## src/rtl/uart_console_pkg.sv

```systemverilog
// Shared definitions for the console UART receiver and its FIFO.
// Latency: none (types and constants only).
// Backpressure: not applicable.
package uart_console_pkg;

  typedef enum logic [2:0] {
    ST_IDLE    = 3'd0,
    ST_START   = 3'd1,
    ST_DATA    = 3'd2,
    ST_STOP    = 3'd3,
    ST_WAIT_HI = 3'd4
  } rx_state_e;

  localparam int unsigned TICKS_PER_BIT = 16;
  localparam int unsigned SAMPLE_PHASE  = 7;
  localparam int unsigned BYTE_W        = 8;

endpackage

```

## src/rtl/uart_console_fifo.sv

```systemverilog
// First-word-fall-through byte FIFO between the receiver and the console consumer.
// Latency: a pushed byte is visible on rd_dat/rd_vld the cycle after the push.
// Backpressure: rd_rdy low holds the head; a push while full without a pop is dropped and flagged on ovf.
module uart_console_fifo
  import uart_console_pkg::*;
#(
  parameter int unsigned FIFO_AW = 4
) (
  input  logic              clk_i,
  input  logic              rst_n_i,
  input  logic              wr_vld,
  input  logic [BYTE_W-1:0] wr_dat,
  output logic              rd_vld,
  input  logic              rd_rdy,
  output logic [BYTE_W-1:0] rd_dat,
  output logic [FIFO_AW:0]  count,
  output logic              ovf
);

  localparam int unsigned        DEPTH    = 1 << FIFO_AW;
  localparam logic [FIFO_AW:0]   FULL_CNT = (FIFO_AW + 1)'(DEPTH);
  localparam logic [FIFO_AW:0]   CNT_ONE  = (FIFO_AW + 1)'(1);
  localparam logic [FIFO_AW-1:0] PTR_ONE  = FIFO_AW'(1);

  logic [BYTE_W-1:0]  mem_q [DEPTH];
  logic [BYTE_W-1:0]  mem_d [DEPTH];
  logic [FIFO_AW-1:0] wr_ptr_q, wr_ptr_d;
  logic [FIFO_AW-1:0] rd_ptr_q, rd_ptr_d;
  logic [FIFO_AW:0]   count_q, count_d;
  logic               full;
  logic               pop;
  logic               do_push;

  // A pop frees the slot the push needs, so push-while-full is only dropped without a pop
  assign full    = (count_q == FULL_CNT);
  assign rd_vld  = (count_q != '0);
  assign pop     = rd_vld & rd_rdy;
  assign do_push = wr_vld & (~full | pop);
  assign ovf     = wr_vld & full & ~pop;
  assign rd_dat  = mem_q[rd_ptr_q];
  assign count   = count_q;

  // Next-state for storage, pointers and occupancy
  always_comb begin
    mem_d    = mem_q;
    wr_ptr_d = wr_ptr_q;
    rd_ptr_d = rd_ptr_q;
    count_d  = count_q;
    if (do_push) begin
      mem_d[wr_ptr_q] = wr_dat;
      wr_ptr_d        = wr_ptr_q + PTR_ONE;
    end
    if (pop) begin
      rd_ptr_d = rd_ptr_q + PTR_ONE;
    end
    case ({do_push, pop})
      2'b10:   count_d = count_q + CNT_ONE;
      2'b01:   count_d = count_q - CNT_ONE;
      default: count_d = count_q;
    endcase
  end

  // Storage is cleared on reset so the head byte reads 0 while empty after reset
  always_ff @(posedge clk_i or negedge rst_n_i) begin
    if (!rst_n_i) begin
      for (int i = 0; i < DEPTH; i++) begin
        mem_q[i] <= '0;
      end
      wr_ptr_q <= '0;
      rd_ptr_q <= '0;
      count_q  <= '0;
    end else begin
      mem_q    <= mem_d;
      wr_ptr_q <= wr_ptr_d;
      rd_ptr_q <= rd_ptr_d;
      count_q  <= count_d;
    end
  end

endmodule

```

## src/rtl/uart_console_rx.sv

```systemverilog
// 8N1 serial receiver with 16x oversampling feeding a FWFT byte stream to the console.
// Latency: byte pushed in the stop-bit mid-sample cycle; valid_o/data_o update the cycle after.
// Backpressure: ready_i low holds the head byte; bytes arriving at a full FIFO are dropped with overrun_o.
module uart_console_rx
  import uart_console_pkg::*;
#(
  parameter int unsigned DIVISOR = 26,
  parameter int unsigned FIFO_AW = 4
) (
  input  logic              wb_clk_i,
  input  logic              wb_rst_n_i,
  input  logic              rx_i,
  output logic [7:0]        data_o,
  output logic              valid_o,
  input  logic              ready_i,
  output logic [FIFO_AW:0]  count_o,
  output logic              frame_err_o,
  output logic              overrun_o
);

  localparam int unsigned        PHASE_W     = $clog2(TICKS_PER_BIT);
  localparam logic [15:0]        TICK_RELOAD = 16'(DIVISOR - 1);
  localparam logic [PHASE_W-1:0] SAMPLE_AT   = PHASE_W'(SAMPLE_PHASE);
  localparam logic [PHASE_W-1:0] PHASE_ONE   = PHASE_W'(1);
  localparam logic [1:0]         SETTLED     = 2'd2;

  logic               rx_meta_q, rx_meta_d;
  logic               rx_s_q, rx_s_d;
  logic               rx_prev_q, rx_prev_d;
  logic [1:0]         settle_q, settle_d;
  logic               armed_q, armed_d;
  rx_state_e          state_q, state_d;
  logic [15:0]        tick_cnt_q, tick_cnt_d;
  logic [PHASE_W-1:0] phase_q, phase_d;
  logic [2:0]         bit_idx_q, bit_idx_d;
  logic [BYTE_W-1:0]  shift_q, shift_d;

  logic fall_edge;
  logic tick;
  logic mid_bit;
  logic push;
  logic frame_err;

  // The synchroniser resets high, so edges are only trusted once the chain has
  // flushed and the real line has been seen high; a line held low through reset
  // therefore never starts a frame.
  assign fall_edge = armed_q & rx_prev_q & ~rx_s_q;
  assign tick      = (tick_cnt_q == '0);
  assign mid_bit   = tick & (phase_q == SAMPLE_AT);

  // Synchroniser, edge-history and arming next-state
  always_comb begin
    rx_meta_d = rx_i;
    rx_s_d    = rx_meta_q;
    rx_prev_d = rx_s_q;
    settle_d  = settle_q;
    if (settle_q != SETTLED) begin
      settle_d = settle_q + 2'd1;
    end
    armed_d = armed_q | ((settle_q == SETTLED) & rx_s_q);
  end

  // Receive FSM, oversample tick and phase counters, shift register
  always_comb begin
    state_d    = state_q;
    tick_cnt_d = tick_cnt_q;
    phase_d    = phase_q;
    bit_idx_d  = bit_idx_q;
    shift_d    = shift_q;
    push       = 1'b0;
    frame_err  = 1'b0;

    if (state_q != ST_IDLE) begin
      if (tick) begin
        tick_cnt_d = TICK_RELOAD;
        phase_d    = phase_q + PHASE_ONE;
      end else begin
        tick_cnt_d = tick_cnt_q - 16'd1;
      end
    end

    case (state_q)
      ST_IDLE: begin
        if (fall_edge) begin
          state_d    = ST_START;
          tick_cnt_d = TICK_RELOAD;
          phase_d    = '0;
        end
      end
      ST_START: begin
        if (mid_bit) begin
          if (!rx_s_q) begin
            state_d   = ST_DATA;
            bit_idx_d = 3'd0;
          end else begin
            state_d = ST_IDLE;
          end
        end
      end
      ST_DATA: begin
        if (mid_bit) begin
          shift_d   = {rx_s_q, shift_q[BYTE_W-1:1]};
          bit_idx_d = bit_idx_q + 3'd1;
          if (bit_idx_q == 3'd7) begin
            state_d = ST_STOP;
          end
        end
      end
      ST_STOP: begin
        if (mid_bit) begin
          if (rx_s_q) begin
            push    = 1'b1;
            state_d = ST_IDLE;
          end else begin
            frame_err = 1'b1;
            state_d   = ST_WAIT_HI;
          end
        end
      end
      ST_WAIT_HI: begin
        if (rx_s_q) begin
          state_d = ST_IDLE;
        end
      end
      default: state_d = ST_IDLE;
    endcase
  end

  // State registers; synchroniser and edge history reset to the idle (high) level
  always_ff @(posedge wb_clk_i or negedge wb_rst_n_i) begin
    if (!wb_rst_n_i) begin
      rx_meta_q  <= 1'b1;
      rx_s_q     <= 1'b1;
      rx_prev_q  <= 1'b1;
      settle_q   <= 2'd0;
      armed_q    <= 1'b0;
      state_q    <= ST_IDLE;
      tick_cnt_q <= TICK_RELOAD;
      phase_q    <= '0;
      bit_idx_q  <= 3'd0;
      shift_q    <= '0;
    end else begin
      rx_meta_q  <= rx_meta_d;
      rx_s_q     <= rx_s_d;
      rx_prev_q  <= rx_prev_d;
      settle_q   <= settle_d;
      armed_q    <= armed_d;
      state_q    <= state_d;
      tick_cnt_q <= tick_cnt_d;
      phase_q    <= phase_d;
      bit_idx_q  <= bit_idx_d;
      shift_q    <= shift_d;
    end
  end

  assign frame_err_o = frame_err;

  uart_console_fifo #(
    .FIFO_AW (FIFO_AW)
  ) u_fifo (
    .clk_i   (wb_clk_i),
    .rst_n_i (wb_rst_n_i),
    .wr_vld  (push),
    .wr_dat  (shift_q),
    .rd_vld  (valid_o),
    .rd_rdy  (ready_i),
    .rd_dat  (data_o),
    .count   (count_o),
    .ovf     (overrun_o)
  );

endmodule

```

## config.mk

```make
export PLATFORM = sky130hd
export DESIGN_NAME = uart_console_rx
export DESIGN_NICKNAME = d
export VERILOG_FILES = /design/src/rtl/uart_console_pkg.sv /design/src/rtl/uart_console_fifo.sv /design/src/rtl/uart_console_rx.sv
export SDC_FILE = /design/constraint.sdc
export NUM_CORES = 1
export LEC_CHECK = 0
export ABC_CLOCK_PERIOD_IN_PS = 5900
export BUFFER_PORTS_ARGS = -buffer_cell sky130_fd_sc_hd__buf_2
export CAP_MARGIN = 40
export CORE_AREA = 4 4 177 179
export DETAILED_ROUTE_END_ITERATION = 6
export DIE_AREA = 0 0 181 183
export PLACE_DENSITY = 0.42
export SETUP_SLACK_MARGIN = 0.05
export SLEW_MARGIN = 20
export SYNTH_ARGS = -nofsm -noshare
export SYNTH_HDL_FRONTEND = slang
export SYNTH_HIERARCHICAL = 1
export SYNTH_SLANG_ARGS = --single-unit
export TNS_END_PERCENT = 100
```

## constraint.sdc

```tcl
create_clock -name wb_clk_i -period 5.9 [get_ports wb_clk_i]
set_input_delay 0.885 -clock wb_clk_i [delete_from_list [all_inputs] [get_ports wb_clk_i]]
set_output_delay 0.885 -clock wb_clk_i [all_outputs]
set_load 0.03 [all_outputs]
```

Word level (Yosys, flattened, before mapping)
Cells that the tools add are included.
- register bits: 181
- word-level logic and storage cells: 117
- output and inout port bits: 16
- input port bits: 4
- equality and inequality tests: 18
- reduce and logical (&&, ||, !) cells: 10
- bitwise logic cells: 15
- add/sub/neg operators: 8
- multiplexer cells: 34
- magnitude comparators: 3
- operators by type and width (cell ; number):
    $bwmux 128 ; 1
    $mux 16 ; 4
    $bmux 8 s4 ; 1
    $demux 8 s4 ; 1
    $mux 3 ; 10
    $mux 8 ; 3
    $logic_not 16->1 ; 1
    $mux 4 ; 4
    $ne 2x2->1 const B ; 8
    $sub 16x1->16 const B ; 1
    $pmux 3 s5 ; 1
    $add 4x1->4 const B ; 3
    $ge 5x5->1 const B ; 2
    $not 4->5 ; 2
    $pmux 5 s2 ; 1
    $and 1x1->1 ; 8
    $eq 3x2->1 const B ; 2
    $eq 3x3->1 const B ; 2
    $mux 1 ; 6
    $pmux 3 s2 ; 1
    $reduce_and 6->1 ; 1
    $add 5x1->5 const B ; 1
    $eq 5x5->1 const B ; 1
    $lt 5x1->1 const B ; 1
    17 further kinds ; 22

Longest topological paths before layout
- depth in word-level cells: 7
- gate-level depth with buffers: 16

By module
Netlist, hierarchy kept.
- modules (own cells, without submodules) (module ; instances ; cells an instance ; seq. area each (µm²) ; area each (µm²)):
    uart_console_fifo ; 1 ; 429 ; 3528.4 ; 6510.0
    uart_console_rx ; 1 ; 192 ; 1008.5 ; 2021.9

Worst setup path after synthesis
Ideal clock, no wire load.
- kind: register to output
- start: reg tick_cnt_q[1]
- end: out overrun_o
- arrival: 2.928 ns
- stages on the path, launching flop included: 11
- slack: 2.087 ns
- cells stage by stage: dfrtp_1 inv_1 ha_1 nor3b_1 clkbuf_1 and4_1 clkbuf_1 nand4_1 nor2_1 inv_1 nor3_1
- cells in the longest elaborated chain, start to end: 6
- RTL lines (item ; line ; source):
    from (decl) ; uart_console_rx.sv:33 ; logic [15:0] tick_cnt_q, tick_cnt_d;
    from (signal assigned) ; uart_console_rx.sv:149 ; tick_cnt_q <= tick_cnt_d;
    $logic_not 16->1 ; uart_console_rx.sv:48 ; assign tick = (tick_cnt_q == '0);
    $and 1x1->1 ; uart_console_rx.sv:49 ; assign mid_bit = tick & (phase_q == SAMPLE_AT);
    $mux 1 ; uart_console_rx.sv:110 ; if (mid_bit) begin
    $mux 1 ; uart_console_rx.sv:82 ; case (state_q)
    named net push ; uart_console_rx.sv:41 ; logic push;
    $and 1x1->1 (2 in series) ; uart_console_fifo.sv:39 ; assign ovf = wr_vld & full & ~pop;
    to (decl) ; uart_console_rx.sv:18 ; output logic overrun_o
The timed path passes the listed nets, and every way through them passes these cells.

Worst setup path after layout
- start: reg tick_cnt_q[11]
- end: out overrun_o
The elaborated chain is that of the path after synthesis.

==> metrics <==
Mapped Area 8530 um2; Async SR Flop Fraction 1.00; Final Skew 0.0160 ns; CP Class reg2out; gpl congestion 0.780; Setup crit start tick_cnt_q[11]$_DFF_PN0_; Worst VDD drop 0.139 mV; Switch Pwr 0.787 mW; drt total wl 20,400 um; Rows 63; Pre-Repair DR Iteration Count 4; RSZ-0062 raised after global routing false; Die Y 183 um; average wire per standard cell 19.4 um; setup TNS 0 ns; largest net degree at the start of global routing 99; Fillers 2,920; DR iter-0 viols 306; Root Driver clkbuf_16; required time worst endpoint 5.02 ns; post-synthesis sequential area ratio 0.532; Max-slew headroom 0.412; Crit Reg-Reg Startpoint tick_cnt_q[11]$_DFF_PN0_; cell count after synthesis 621; Power Internal 1.96 mW; met2 Use GR 0.211; ant diodes 0; CP startpoint kind flop; TritonCTS clock tree done; cell taking the most area after synthesis dfrtp_1; port buffer count 19; Final Hold Fails 0; fin crit period 4.15 ns; flops & latches, synth 181; crit-path max FO 10; fraction of layout cells with a size suffix above 1 0.388; Final Power 2.75 mW; max capacitance violation total 0; CTS Hold Bufs 0; worst slew pin tran 0.878 ns; final setup violation count 0; antenna-violating nets left 0; clock sink total 181; HPWL Detailed 13,800 um; power per cell area 280 nW/um2; maximum operating frequency 241 MHz; Leak Pwr 4.53 nW; number of synthesized flops with an enable pin 0; # IOs 20; Sw Ratio 0.287; routed vias/inst 4.95; GRT Total Usage 0.127; top post-synthesis cells by area dfrtp_1 (51%), mux2_2 (17%), mux4_2 (8.4%), ha_1 (1.9%), dfstp_2 (1.8%); Placeable Area 29,600 um2; Synth cell types 58; clock power share 0.413; post_cts resized 0; Initial Utilization 0.289; vias in the first global route 5,742; status complete, no violations; via count 5,201; most used flip-flop cell after synthesis dfrtp_1; number of CTS-inserted buffers 17; Min-Delay Path Class in2async; Pins Over Slew Limit 0; initial antenna violation count 0; synth warn 6; M1 GR Usage 0.170; post-layout util 0.332; post-synth top area share 0.513; clock-pin slew on the worst setup and hold paths 0.08 ns; area post-placement 9160 um2; Period Utilization, post-route 0.704; chip width 181 um; Area Overhead vs Synth 14.9%; critical path endpoint category output port; crit path DAT 3.27 ns; layout net count 664; GRT Residual Overflow 0; H-tree Lvls 4; Clock Tree Buf Depth 2; Synthesized Nets 638; DIE AREA 33,100 um2; GRT busiest layer met2; drt drc 0; Design Area, Final 9800 um2; hold_ws 0.239 ns; Seq pwr share 0.492; first-pass GRT wire length 33,100 um; post-CTS setup buffer count 0; mean post-synth cell area 13.7 um2; routing usage on met3 0.0198; Skew-Pair Late Insertion Delay 0.43 ns; combinational share of power 0.094
[synth_stat cells (all sizes together), types with 2 or more instances]
master     n
o22ai      2
a22oi     16
a21oi      9
o31ai      7
nand2     25
nor3b      5
or4        5
or3        3
xnor2      9
dfrtp    175
and2       3
mux4      32
o41ai      2
a211o      2
buf        7
nand3b     2
mux2i      2
o2111ai    2
ha        13
inv        9
nand2b     8
nand3      5
nor3       9
a31oi     10
clkbuf    26
nor2      28
nor4       6
o211ai     9
dfstp      6
a41oi      2
and4b      2
nand4      6
mux2     139
o21ai     13
nor2b      3
xor2       7
[layer usage]
metal / vias to the layer above / share of wire
met1: 2731 / 0.47
met2: 63 / 0.49
met3: 23 / 0.019
met4: 0 / 0.021
li1: 2384 / -
met5: - / 0
[critical path, cell delays in order (launching register included)]
cell and delay, ns:
dfrtp_1 0.41, nor4_1 0.72, and4_1 0.54, nand4_1 0.24
nor2_1 0.43, inv_1 0.09, nor3_1 0.19, buf_2 0.23
[final timing paths]
path                                                to  slack (ns)  cells past startpoint
setup / recovery                             overrun_o        1.75                      7
max in group asynchronous      tick_cnt_q[3]$_DFF_PN1_        4.52                      3
hold reg to reg                    rx_prev_d$_DFF_PN1_        0.36                      0
hold / removal                    phase_q[0]$_DFF_PN0_        0.24                      1
min in group wb_clk_i              rx_prev_d$_DFF_PN1_        0.36                      0
setup reg to reg           u_fifo/count[2]$_DFFE_PN0P_        1.84                     12
[area by class of cell]
type	count	area (um2)	share of cell area
Clock buffer	17	425	0.0434
Clock inverter	15	181	0.0185
Inverter	9	33.8	0.00345
Multi-Input combinational cell	398	3830	0.391
Sequential cell	181	4540	0.463
Tap cell	390	488	0.0498
Timing Repair Buffer	40	304	0.0310
[power by group through the flow]
stage                     combinational [mW]  clock [mW]  sequential [mW]
after detailed placement               0.259           0             1.38
final                                  0.258        1.14             1.35
after global placement                 0.251           0             1.37
after global routing                   0.293        1.23             1.36
after floorplan                        0.173           0             1.36
after CTS                              0.260        1.18             1.35
[through the flow]
step           instances  setup WS (ns)
2_1_floorplan        621           2.09
3_3_place_gp        1003           2.04
3_5_place_dp        1016           1.88
4_1_cts             1048           1.70
5_1_grt             1050           1.40
6_report            1050           1.75
[state kept, by name, indices dropped and copies added (netlist names)]
| register | flops |
|---|---|
| u_fifo/mem_q | 128 |
| tick_cnt_q | 16 |
| shift_q | 8 |
| u_fifo/count | 5 |
| phase_q | 4 |
| u_fifo/rd_ptr_q | 4 |
| u_fifo/wr_ptr_q | 4 |
| bit_idx_q | 3 |
| state_q | 3 |
| settle_q | 2 |
| armed_q | 1 |
| rx_meta_q | 1 |
| rx_prev_d | 1 |
| rx_prev_q | 1 |
[cells in the final DEF, fill, tap and decap left out, types with 8 or more instances in the layout]
master / count
mux2_2: 130
mux2_1: 9
mux4_2: 32
a31oi_1: 10
nand2_1: 25
buf_2: 18
nor2_1: 28
dfrtp_1: 174
buf_4: 18
a21oi_1: 9
a22oi_1: 16
clkbuf_16: 17
o21ai_0: 12
xnor2_1: 9
inv_1: 9
ha_1: 13
nand2b_1: 8
[cells by family (layout without fill, tap and decap cells)]
group | Yosys count | after routing | share of synthesized area
flops | 181 | 181 | 0.532
mux | 173 | 173 | 0.270
simple gates | 116 | 116 | 0.0770
compound gates | 80 | 80 | 0.0660
buf+inv | 42 | 81 | 0.0195
xor+xnor | 16 | 16 | 0.0164
fa+ha+maj | 13 | 13 | 0.0191
Note: power is estimated with default switching activity, not from simulation.
